### src/rtl/lvds_pixel_mapper.sv
// LVDS transmit pixel mapper: blank/pattern select stage, then VESA/JEIDA lane packing.
// Also latches the test pattern once per frame and monitors active line length.
module lvds_pixel_mapper #(
  parameter int unsigned PIXELS    = 2,
  parameter int unsigned LEN_W     = 12,
  parameter int unsigned BAR_SHIFT = 5
) (
  input  logic                  clk,
  input  logic                  reset,
  input  logic                  in_vsync,
  input  logic                  in_hsync,
  input  logic                  in_de,
  input  logic [8*PIXELS-1:0]   in_data_r,
  input  logic [8*PIXELS-1:0]   in_data_g,
  input  logic [8*PIXELS-1:0]   in_data_b,
  input  logic                  map_jeida,
  input  logic                  hs_inv,
  input  logic                  vs_inv,
  input  logic [1:0]            pattern_sel,
  input  logic [23:0]           pattern_rgb,
  input  logic                  line_err_clr,
  output logic [28*PIXELS-1:0]  out_data,
  output logic [6:0]            out_clk,
  output logic [LEN_W-1:0]      line_len,
  output logic                  line_err
);

  typedef enum logic [1:0] {
    PAT_PASS  = 2'd0,
    PAT_SOLID = 2'd1,
    PAT_BARS  = 2'd2,
    PAT_RAMP  = 2'd3
  } pat_e;

  pat_e                 pat_q;
  logic [7:0]           frame_cnt;
  logic                 vs_prev;
  logic                 vs_rise;
  logic [LEN_W-1:0]     x_cnt;

  logic [8*PIXELS-1:0]  s0_r, s0_g, s0_b;
  logic [8*PIXELS-1:0]  s1_r, s1_g, s1_b;
  logic                 s1_hs, s1_vs, s1_de, s1_jeida;
  logic [28*PIXELS-1:0] map_nxt;

  logic                 de_prev;
  logic                 de_fall;
  logic                 have_prev;
  logic [LEN_W-1:0]     beat_cnt;
  logic [LEN_W-1:0]     prev_len;

  assign out_clk = 7'b1100011;
  assign vs_rise = in_vsync & ~vs_prev;
  assign de_fall = ~in_de & de_prev;

  always_ff @(posedge clk) begin
    if (reset) begin
      vs_prev   <= 1'b0;
      pat_q     <= PAT_PASS;
      frame_cnt <= '0;
      x_cnt     <= '0;
    end else begin
      vs_prev <= in_vsync;
      if (vs_rise) begin
        pat_q     <= pat_e'(pattern_sel);
        frame_cnt <= frame_cnt + 8'd1;
      end
      x_cnt <= in_de ? x_cnt + LEN_W'(PIXELS) : '0;
    end
  end

  // Colour bar order white..black falls out of inverted bar index bits: R=~b1, G=~b2, B=~b0.
  always_comb begin : pixel_select
    logic [LEN_W-1:0] x;
    logic [2:0]       bar;
    logic [7:0]       ramp;
    s0_r = '0;
    s0_g = '0;
    s0_b = '0;
    x    = '0;
    bar  = '0;
    ramp = '0;
    for (int unsigned p = 0; p < PIXELS; p++) begin
      x    = x_cnt + LEN_W'(p);
      bar  = 3'(x >> BAR_SHIFT);
      ramp = 8'(x) + frame_cnt;
      if (in_de) begin
        case (pat_q)
          PAT_SOLID: begin
            s0_r[p*8 +: 8] = pattern_rgb[23:16];
            s0_g[p*8 +: 8] = pattern_rgb[15:8];
            s0_b[p*8 +: 8] = pattern_rgb[7:0];
          end
          PAT_BARS: begin
            s0_r[p*8 +: 8] = {8{~bar[1]}};
            s0_g[p*8 +: 8] = {8{~bar[2]}};
            s0_b[p*8 +: 8] = {8{~bar[0]}};
          end
          PAT_RAMP: begin
            s0_r[p*8 +: 8] = ramp;
            s0_g[p*8 +: 8] = ramp;
            s0_b[p*8 +: 8] = ramp;
          end
          default: begin
            s0_r[p*8 +: 8] = in_data_r[p*8 +: 8];
            s0_g[p*8 +: 8] = in_data_g[p*8 +: 8];
            s0_b[p*8 +: 8] = in_data_b[p*8 +: 8];
          end
        endcase
      end
    end
  end

  function automatic logic [27:0] map_pixel(
    input logic [7:0] r,
    input logic [7:0] g,
    input logic [7:0] b,
    input logic       hs,
    input logic       vs,
    input logic       de,
    input logic       jeida
  );
    logic [6:0] la, lb, lc, ld;
    if (jeida) begin
      la = {r[2], r[3], r[4], r[5], r[6], r[7], g[2]};
      lb = {g[3], g[4], g[5], g[6], g[7], b[2], b[3]};
      lc = {b[4], b[5], b[6], b[7], hs, vs, de};
      ld = {r[0], r[1], g[0], g[1], b[0], b[1], 1'b0};
    end else begin
      la = {r[0], r[1], r[2], r[3], r[4], r[5], g[0]};
      lb = {g[1], g[2], g[3], g[4], g[5], b[0], b[1]};
      lc = {b[2], b[3], b[4], b[5], hs, vs, de};
      ld = {r[6], r[7], g[6], g[7], b[6], b[7], 1'b0};
    end
    return {ld, lc, lb, la};
  endfunction

  // map_jeida travels with its beat so a blanking-time switch never remaps in-flight pixels.
  always_ff @(posedge clk) begin
    if (reset) begin
      s1_r     <= '0;
      s1_g     <= '0;
      s1_b     <= '0;
      s1_hs    <= 1'b0;
      s1_vs    <= 1'b0;
      s1_de    <= 1'b0;
      s1_jeida <= 1'b0;
      out_data <= '0;
    end else begin
      s1_r     <= s0_r;
      s1_g     <= s0_g;
      s1_b     <= s0_b;
      s1_hs    <= in_hsync ^ hs_inv;
      s1_vs    <= in_vsync ^ vs_inv;
      s1_de    <= in_de;
      s1_jeida <= map_jeida;
      out_data <= map_nxt;
    end
  end

  always_comb begin
    map_nxt = '0;
    for (int unsigned p = 0; p < PIXELS; p++) begin
      map_nxt[p*28 +: 28] = map_pixel(s1_r[p*8 +: 8], s1_g[p*8 +: 8], s1_b[p*8 +: 8],
                                      s1_hs, s1_vs, s1_de, s1_jeida);
    end
  end

  // A vsync rise forgets the previous line so the first line of each frame is never compared.
  always_ff @(posedge clk) begin
    if (reset) begin
      de_prev   <= 1'b0;
      beat_cnt  <= '0;
      prev_len  <= '0;
      have_prev <= 1'b0;
      line_len  <= '0;
      line_err  <= 1'b0;
    end else begin
      de_prev  <= in_de;
      beat_cnt <= in_de ? beat_cnt + LEN_W'(1) : '0;
      if (de_fall) begin
        line_len  <= beat_cnt;
        prev_len  <= beat_cnt;
        have_prev <= 1'b1;
      end
      if (vs_rise) begin
        have_prev <= 1'b0;
      end
      if (de_fall && have_prev && (beat_cnt != prev_len)) begin
        line_err <= 1'b1;
      end else if (line_err_clr) begin
        line_err <= 1'b0;
      end
    end
  end

endmodule

### config.mk
export PLATFORM = sky130hd
export DESIGN_NAME = lvds_pixel_mapper
export DESIGN_NICKNAME = d
export VERILOG_FILES = /design/src/rtl/lvds_pixel_mapper.sv
export SDC_FILE = /design/constraint.sdc
export NUM_CORES = 1
export LEC_CHECK = 0
export BUFFER_PORTS_ARGS = -buffer_cell sky130_fd_sc_hd__buf_4
export CAP_MARGIN = 20
export CORE_ASPECT_RATIO = 1.25
export CORE_MARGIN = 5
export CORE_UTILIZATION = 40
export CTS_BUF_LIST = sky130_fd_sc_hd__clkbuf_4 sky130_fd_sc_hd__clkbuf_8
export DETAILED_ROUTE_END_ITERATION = 8
export GPL_TIMING_DRIVEN = 0
export PLACE_DENSITY = 0.74
export SYNTH_ARGS = -nofsm -noshare
export SYNTH_HDL_FRONTEND = slang
export SYNTH_SLANG_ARGS = --single-unit
### constraint.sdc
create_clock -name clk -period 2.5 [get_ports clk]
set_input_delay 0.75 -clock clk [delete_from_list [all_inputs] [get_ports clk]]
set_output_delay 0.75 -clock clk [all_outputs]
set_load 0.01 [all_outputs]
==> impl_metrics.py, run 1 <==
metrics = {
    "timing": {
        "relSlewSlack": 0.517,
        "rsz0062_at_grt": "false",
        "drv_slew": 0,
        "whs_ns": 0.446,
        "max_freq_ghz": 0.445,
        "worst_pin_slew_ns": 0.717,
        "setup_viol_count_final": 0,
        "post-route-min-period_ns": 2.25,
        "timing.final.crit_share": 0.899,
        "clock_skew_ns": 0.0106,
        "timing.setup.tns_ns": 0,
        "finalHoldViolCount": 0,
    },
    "grt": {
        "overflow": 0,
        "grt.total_usage": 0.197,
        "grt_pass1_wl_mm": 27.6,
        "antenna_found_initial": 0,
        "grt_max_degree": 17,
        "grt_pass1_vias": 5282,
    },
    "clock_network": {
        "cts_buffer_depth": 2,
        "insertion_delay_ns": 0.44,
        "htreeDepth": 4,
        "clk_pin_slew_ns": 0.08,
        "cts.hold.buffers_added": 0,
        "clock_sinks": 147,
        "postCtsSetupBuffers": 0,
        "cts_tree": "yes",
        "cts_root_buf": "clkbuf_8",
        "cts.repair.resized": 0,
        "numCtsBuffers": 17,
    },
    "floorplan": {
        "die_area_um2": 18400,
        "floorplan.rows": 51,
        "die_h_um": 150,
        "core_region_area_um2": 15600,
        "die_w_um": 122,
        "initial_core_util": 0.405,
        "ios": 159,
    },
    "final_layout": {
        "n_antenna_cell": 0,
        "fillers": 1470,
        "layout-drive-gt1-share": 0.265,
        "fin_util": 0.523,
        "ff_latch_area_um2": 2940,
        "multi_input_area_um2": 3040,
        "stdcell_count": 1101,
        "fin_nets": 970,
        "syn_to_final_growth_pct": 29.0,
    },
    "drt": {
        "via_per_inst": 4.97,
        "drtAntennaViolNets": 0,
        "dr.pass1.iters": 5,
        "drt_iter0_markers": 435,
        "vias": 5468,
        "drc_errors": 0,
        "wl_per_cell_um": 16.6,
        "wl_mm": 18.3,
    },
    "pwr": {
        "cellPowerDensity_nw_per_um2": 624,
        "power_mw": 5.08,
        "vdd_ir_drop_max_mv": 0.307,
        "leakagePower_nw": 3.61,
    },
    "place": {
        "port_buffers": 148,
        "hpwl_mm": 14.4,
        "placed_cells": 1069,
        "gp_congestion": 0.952,
    },
    "yosys": {
        "syn_area_per_cell_um2": 8.98,
        "ys_ff_latch": 147,
        "synth_edf_count": 0,
        "netlist_area_um2": 6310,
        "yosys_warnings": 0,
        "async_flop_share": 0,
        "synth.distinct_cells": 41,
        "synthCells": 702,
        "ys_seq_area_frac": 0.467,
        "dominantRegCellSynth": "dfxtp_1",
    },
    "run": {
        "drv_cap": 0,
    },
    "critical_path": {
        "crit_required_ns": 2.85,
        "critPathCaptureType": "flip-flop",
        "arrival_ns": 2.60,
        "critPathLaunchType": "flip-flop",
        "critPathKind": "reg -> reg",
        "critPathMaxFanout": 5,
    },
    "status": {
        "status": "complete, no violations",
    },
    "hold_path": {
        "min_path_type": "reg -> reg",
    },
}
## layout by cell type (no fill, tap or decap), types with 8 or more instances in the layout
| cell | n |
|---|---|
| a21oi_1 | 50 |
| a31oi_1 | 10 |
| buf_2 | 14 |
| buf_4 | 168 |
| clkbuf_1 | 21 |
| clkbuf_8 | 18 |
| conb_1 | 9 |
| dfxtp_1 | 147 |
| ha_1 | 9 |
| mux2i_1 | 60 |
| nand2_1 | 55 |
| nand3_1 | 16 |
| nor2_1 | 127 |
| nor2b_1 | 8 |
| o21a_1 | 9 |
| o21ai_0 | 25 |
| o221a_2 | 14 |
| or3_1 | 11 |
| xnor2_1 | 13 |
| xor2_1 | 27 |
## synthesized netlist by cell type (all sizes together) (7+ instances only)
cell type / n / area share
xnor2: 13 / 0.018
o221a: 15 / 0.027
nand2: 55 / 0.033
o21a: 9 / 0.011
o21ai: 32 / 0.025
ha: 9 / 0.018
buf: 36 / 0.038
dfxtp: 147 / 0.47
inv: 7 / 0.0042
nor2: 128 / 0.077
a31oi: 10 / 0.0099
xor2: 27 / 0.038
or3: 11 / 0.011
and3: 7 / 0.0069
mux2i: 60 / 0.095
a21oi: 50 / 0.040
clkbuf: 21 / 0.013
nand4: 7 / 0.0093
nand3: 16 / 0.013
nor2b: 8 / 0.0079
## routing by layer
layer	routed length, um	vias to the layer above	global-route usage
li1	-	2709	-
met1	7240	2506	0.228
met2	9310	208	0.349
met3	1080	45	0.0353
met4	653	0	0.0964
met5	0	-	0
## stage by stage
| stage | area (um2) | worst slack [ns] |
|---|---|---|
| after floorplan | 6330 | 0.628 |
| after global placement | 7710 | 0.326 |
| after detailed placement | 7710 | 0.260 |
| after CTS | 8140 | 0.268 |
| after global routing | 8140 | 0.0539 |
| final | 8140 | 0.252 |
## critical path, stage by stage, from the launching register on
cell      delay [ns]
dfxtp_1         0.48
ha_1            0.26
inv_1           0.06
fa_1            0.45
nor2b_1         0.17
o21ai_0         0.12
a211oi_1        0.26
a31oi_1         0.11
a21oi_1         0.25
## power breakdown
group          switching [mW]  internal (mW)
logic                   0.316          0.291
clock network           0.935           1.05
registers              0.0551           2.44
total                    1.31           3.77
## sequential cells by signal, indices dropped and copies added (netlist names), 2 cells and up
register / flops
prev_len: 12
beat_cnt: 12
s1_r: 16
pat_q: 2
s1_b: 16
out_data: 51
x_cnt: 7
frame_cnt: 8
s1_g: 16
## cell families (layout without fill, tap and decap cells)
family	Yosys count	count (layout)	share of synthesized area
compound gates	121	121	0.119
xor+xnor	40	40	0.0556
fa+ha+maj	11	11	0.0242
buf+inv	64	244	0.0552
flops	147	147	0.467
mux	60	60	0.0952
other cells	2	9	0.00119
simple gates	257	257	0.183
## cell type report
class | instances | area share
well taps | 212 | 0.0326
repair buffers | 148 | 0.137
multi-input cells | 498 | 0.374
plain buffers | 57 | 0.0395
inverters | 7 | 0.00323
clock inverters | 13 | 0.0212
flip-flops and latches | 147 | 0.362
clock buffers | 19 | 0.0314
## final timing paths
| path | start | endpoint | slack (ns) | cells past startpoint |
|---|---|---|---|---|
| min reg2reg | s1_vs$_SDFF_PP0_ | out_data[43]$_SDFF_PP0_ | 0.45 | 1 |
| max | frame_cnt[1]$_SDFFE_PP0P_ | s1_r[5]$_SDFF_PP0_ | 0.25 | 8 |
| min | s1_vs$_SDFF_PP0_ | out_data[43]$_SDFF_PP0_ | 0.45 | 1 |
| max reg2reg | frame_cnt[1]$_SDFFE_PP0P_ | s1_r[5]$_SDFF_PP0_ | 0.25 | 8 |
No activity file was read; power rests on OpenSTA's default activity.
==> run 2: changes to the inputs <==
==> constraint.sdc (replaced) <==
create_clock -name clk -period 2.3 [get_ports clk]
set_input_delay 0.69 -clock clk [delete_from_list [all_inputs] [get_ports clk]]
set_output_delay 0.69 -clock clk [all_outputs]
set_load 0.01 [all_outputs]
==> run 2 against run 1 <==
Against the previous run: via count increased by 1.1%; utilization is 0.064 points higher; flip-flop and latch count did not move; critical path type unchanged; largest power group unchanged.
==> impl_metrics.py, run 2 (same netlist as run 1, synthesis figures left out) <==
metrics = {
    "drt": {
        "via_per_inst": 5.02,
        "drt_iter0_markers": 402,
        "vias": 5530,
        "drc_errors": 0,
        "wl_per_cell_um": 16.6,
        "wl_mm": 18.3,
        "drtAntennaViolNets": 0,
        "dr.pass1.iters": 5,
    },
    "timing": {
        "timing.setup.tns_ns": 0,
        "rsz0062_at_grt": "false",
        "clock_skew_ns": 0.0104,
        "setup_viol_count_final": 0,
        "drv_slew": 0,
        "relSlewSlack": 0.516,
        "worst_slack_ns": 0.173,
        "timing.final.crit_share": 0.925,
        "post-route-min-period_ns": 2.13,
        "worst_pin_slew_ns": 0.718,
        "whs_ns": 0.447,
        "finalHoldViolCount": 0,
        "max_freq_ghz": 0.470,
    },
    "final_layout": {
        "layout_commonest_cell": "buf_4",
        "syn_to_final_growth_pct": 29.2,
        "fin_nets": 970,
        "largest-register": "out_data",
        "final_cell_mix": "buf_4, dfxtp_1, nor2_1",
        "largest_reg_flops": 51,
        "layout-drive-gt1-share": 0.270,
        "fin_util": 0.523,
        "n_antenna_cell": 0,
        "stdcell_count": 1101,
    },
    "critical_path": {
        "arrival_ns": 2.43,
        "critPathLaunchType": "flip-flop",
        "slowest_stage": "dfxtp_1",
        "critPathKind": "reg -> reg",
        "path_cells": "ha_1 -> buf_4 -> a21oi_1 -> o21ai_0 -> a21oi_1 -> mux2i_1 -> o21ai_1",
        "path_buf_inv": 1,
        "max_stage_delay_ns": 0.53,
        "cp_top_family": "compound AO/OA/AOI/OAI gates",
        "crit_required_ns": 2.60,
        "critPathCaptureType": "flip-flop",
        "critPathMaxFanout": 10,
        "cpMostUsedCell": "a21oi_1",
    },
    "grt": {
        "antenna_found_initial": 0,
        "grt_pass1_wl_mm": 27.6,
        "grt.total_usage": 0.197,
        "grt_max_degree": 17,
        "overflow": 0,
        "grt_pass1_vias": 5282,
    },
    "clock_network": {
        "cts_root_buf": "clkbuf_8",
        "postCtsSetupBuffers": 0,
        "cts.repair.resized": 0,
        "cts.hold.buffers_added": 0,
        "insertion_delay_ns": 0.45,
        "cts_tree": "yes",
        "htreeDepth": 4,
        "clock_sinks": 147,
        "cts_buffer_depth": 2,
        "numCtsBuffers": 17,
        "clk_pin_slew_ns": 0.08,
    },
    "floorplan": {
        "die_area_um2": 18400,
        "die_h_um": 150,
        "initial_core_util": 0.405,
        "die_w_um": 122,
        "floorplan.rows": 51,
        "ios": 159,
        "core_region_area_um2": 15600,
    },
    "place": {
        "gp_congestion": 0.952,
        "place_ws_ns": 0.0881,
        "placed_cells": 1069,
        "hpwl_mm": 14.4,
        "port_buffers": 148,
    },
    "hold_path": {
        "min_path_type": "reg -> reg",
    },
    "pwr": {
        "sw_frac_of_total": 0.258,
        "p_int_mw": 4.10,
        "vdd_ir_drop_max_mv": 0.333,
        "seq_power_share": 0.490,
        "cellPowerDensity_nw_per_um2": 678,
        "clockPowerShare": 0.390,
        "p_sw_mw": 1.42,
        "leakagePower_nw": 3.61,
        "pwr-share-comb": 0.120,
    },
    "run": {
        "drv_cap": 0,
    },
    "status": {
        "status": "complete, no violations",
    },
}
run 2: cell counts in the layout (fill, tap and decap cells not counted):
No cell type changed its count.
run 2: worst reg2reg max path, cell delays in order, from the launching register on:
cell	delay, ns
dfxtp_1	0.53
ha_1	0.31
buf_4	0.18
a21oi_1	0.15
o21ai_0	0.14
a21oi_1	0.19
mux2i_1	0.32
o21ai_1	0.17
run 2: final timing paths:
kind,startpoint,endpoint,slack (ns),depth (start not counted)
setup / recovery,x_cnt[5]$_SDFF_PP0_,s1_g[6]$_SDFF_PP0_,0.17,7
hold / removal,s1_vs$_SDFF_PP0_,out_data[43]$_SDFF_PP0_,0.45,1
setup reg to reg,x_cnt[5]$_SDFF_PP0_,s1_g[6]$_SDFF_PP0_,0.17,7
hold reg to reg,s1_vs$_SDFF_PP0_,out_data[43]$_SDFF_PP0_,0.45,1
run 2: power groups by stage:
stage	registers, mW	clock network [mW]	logic (mW)
2_1_floorplan	2.77	0	0.345
3_3_place_gp	2.76	0	0.650
3_5_place_dp	2.77	0	0.655
4_1_cts	2.71	2.18	0.658
5_1_grt	2.72	2.30	0.718
6_report	2.71	2.15	0.662
run 2: per-layer routing:
metal / routed length (um) / part of all wire / global-route usage
met1: 7160 / 0.39 / 0.228
met3: 1130 / 0.062 / 0.0353
met2: 9310 / 0.51 / 0.349
met5: 0 / 0 / 0
met4: 688 / 0.038 / 0.0964
run 2: area by class of cell:
class                           instances  area, um2
Timing Repair Buffer                  148       1110
Multi-Input combinational cell        498       3050
Sequential cell                       147       2950
Buffer                                 57        322
Clock inverter                         13        173
Clock buffer                           19        255
Inverter                                7       26.3
Tap cell                              212        265
Fill cell                            1469       7420
run 2: stage by stage:
| stage | instance area (um2) | power [mW] |
|---|---|---|
| 3_3_place_gp | 7710 | 3.41 |
| 6_report | 8150 | 5.52 |
| 2_1_floorplan | 6330 | 3.11 |
| 5_1_grt | 8150 | 5.73 |
| 4_1_cts | 8140 | 5.54 |
| 3_5_place_dp | 7710 | 3.42 |
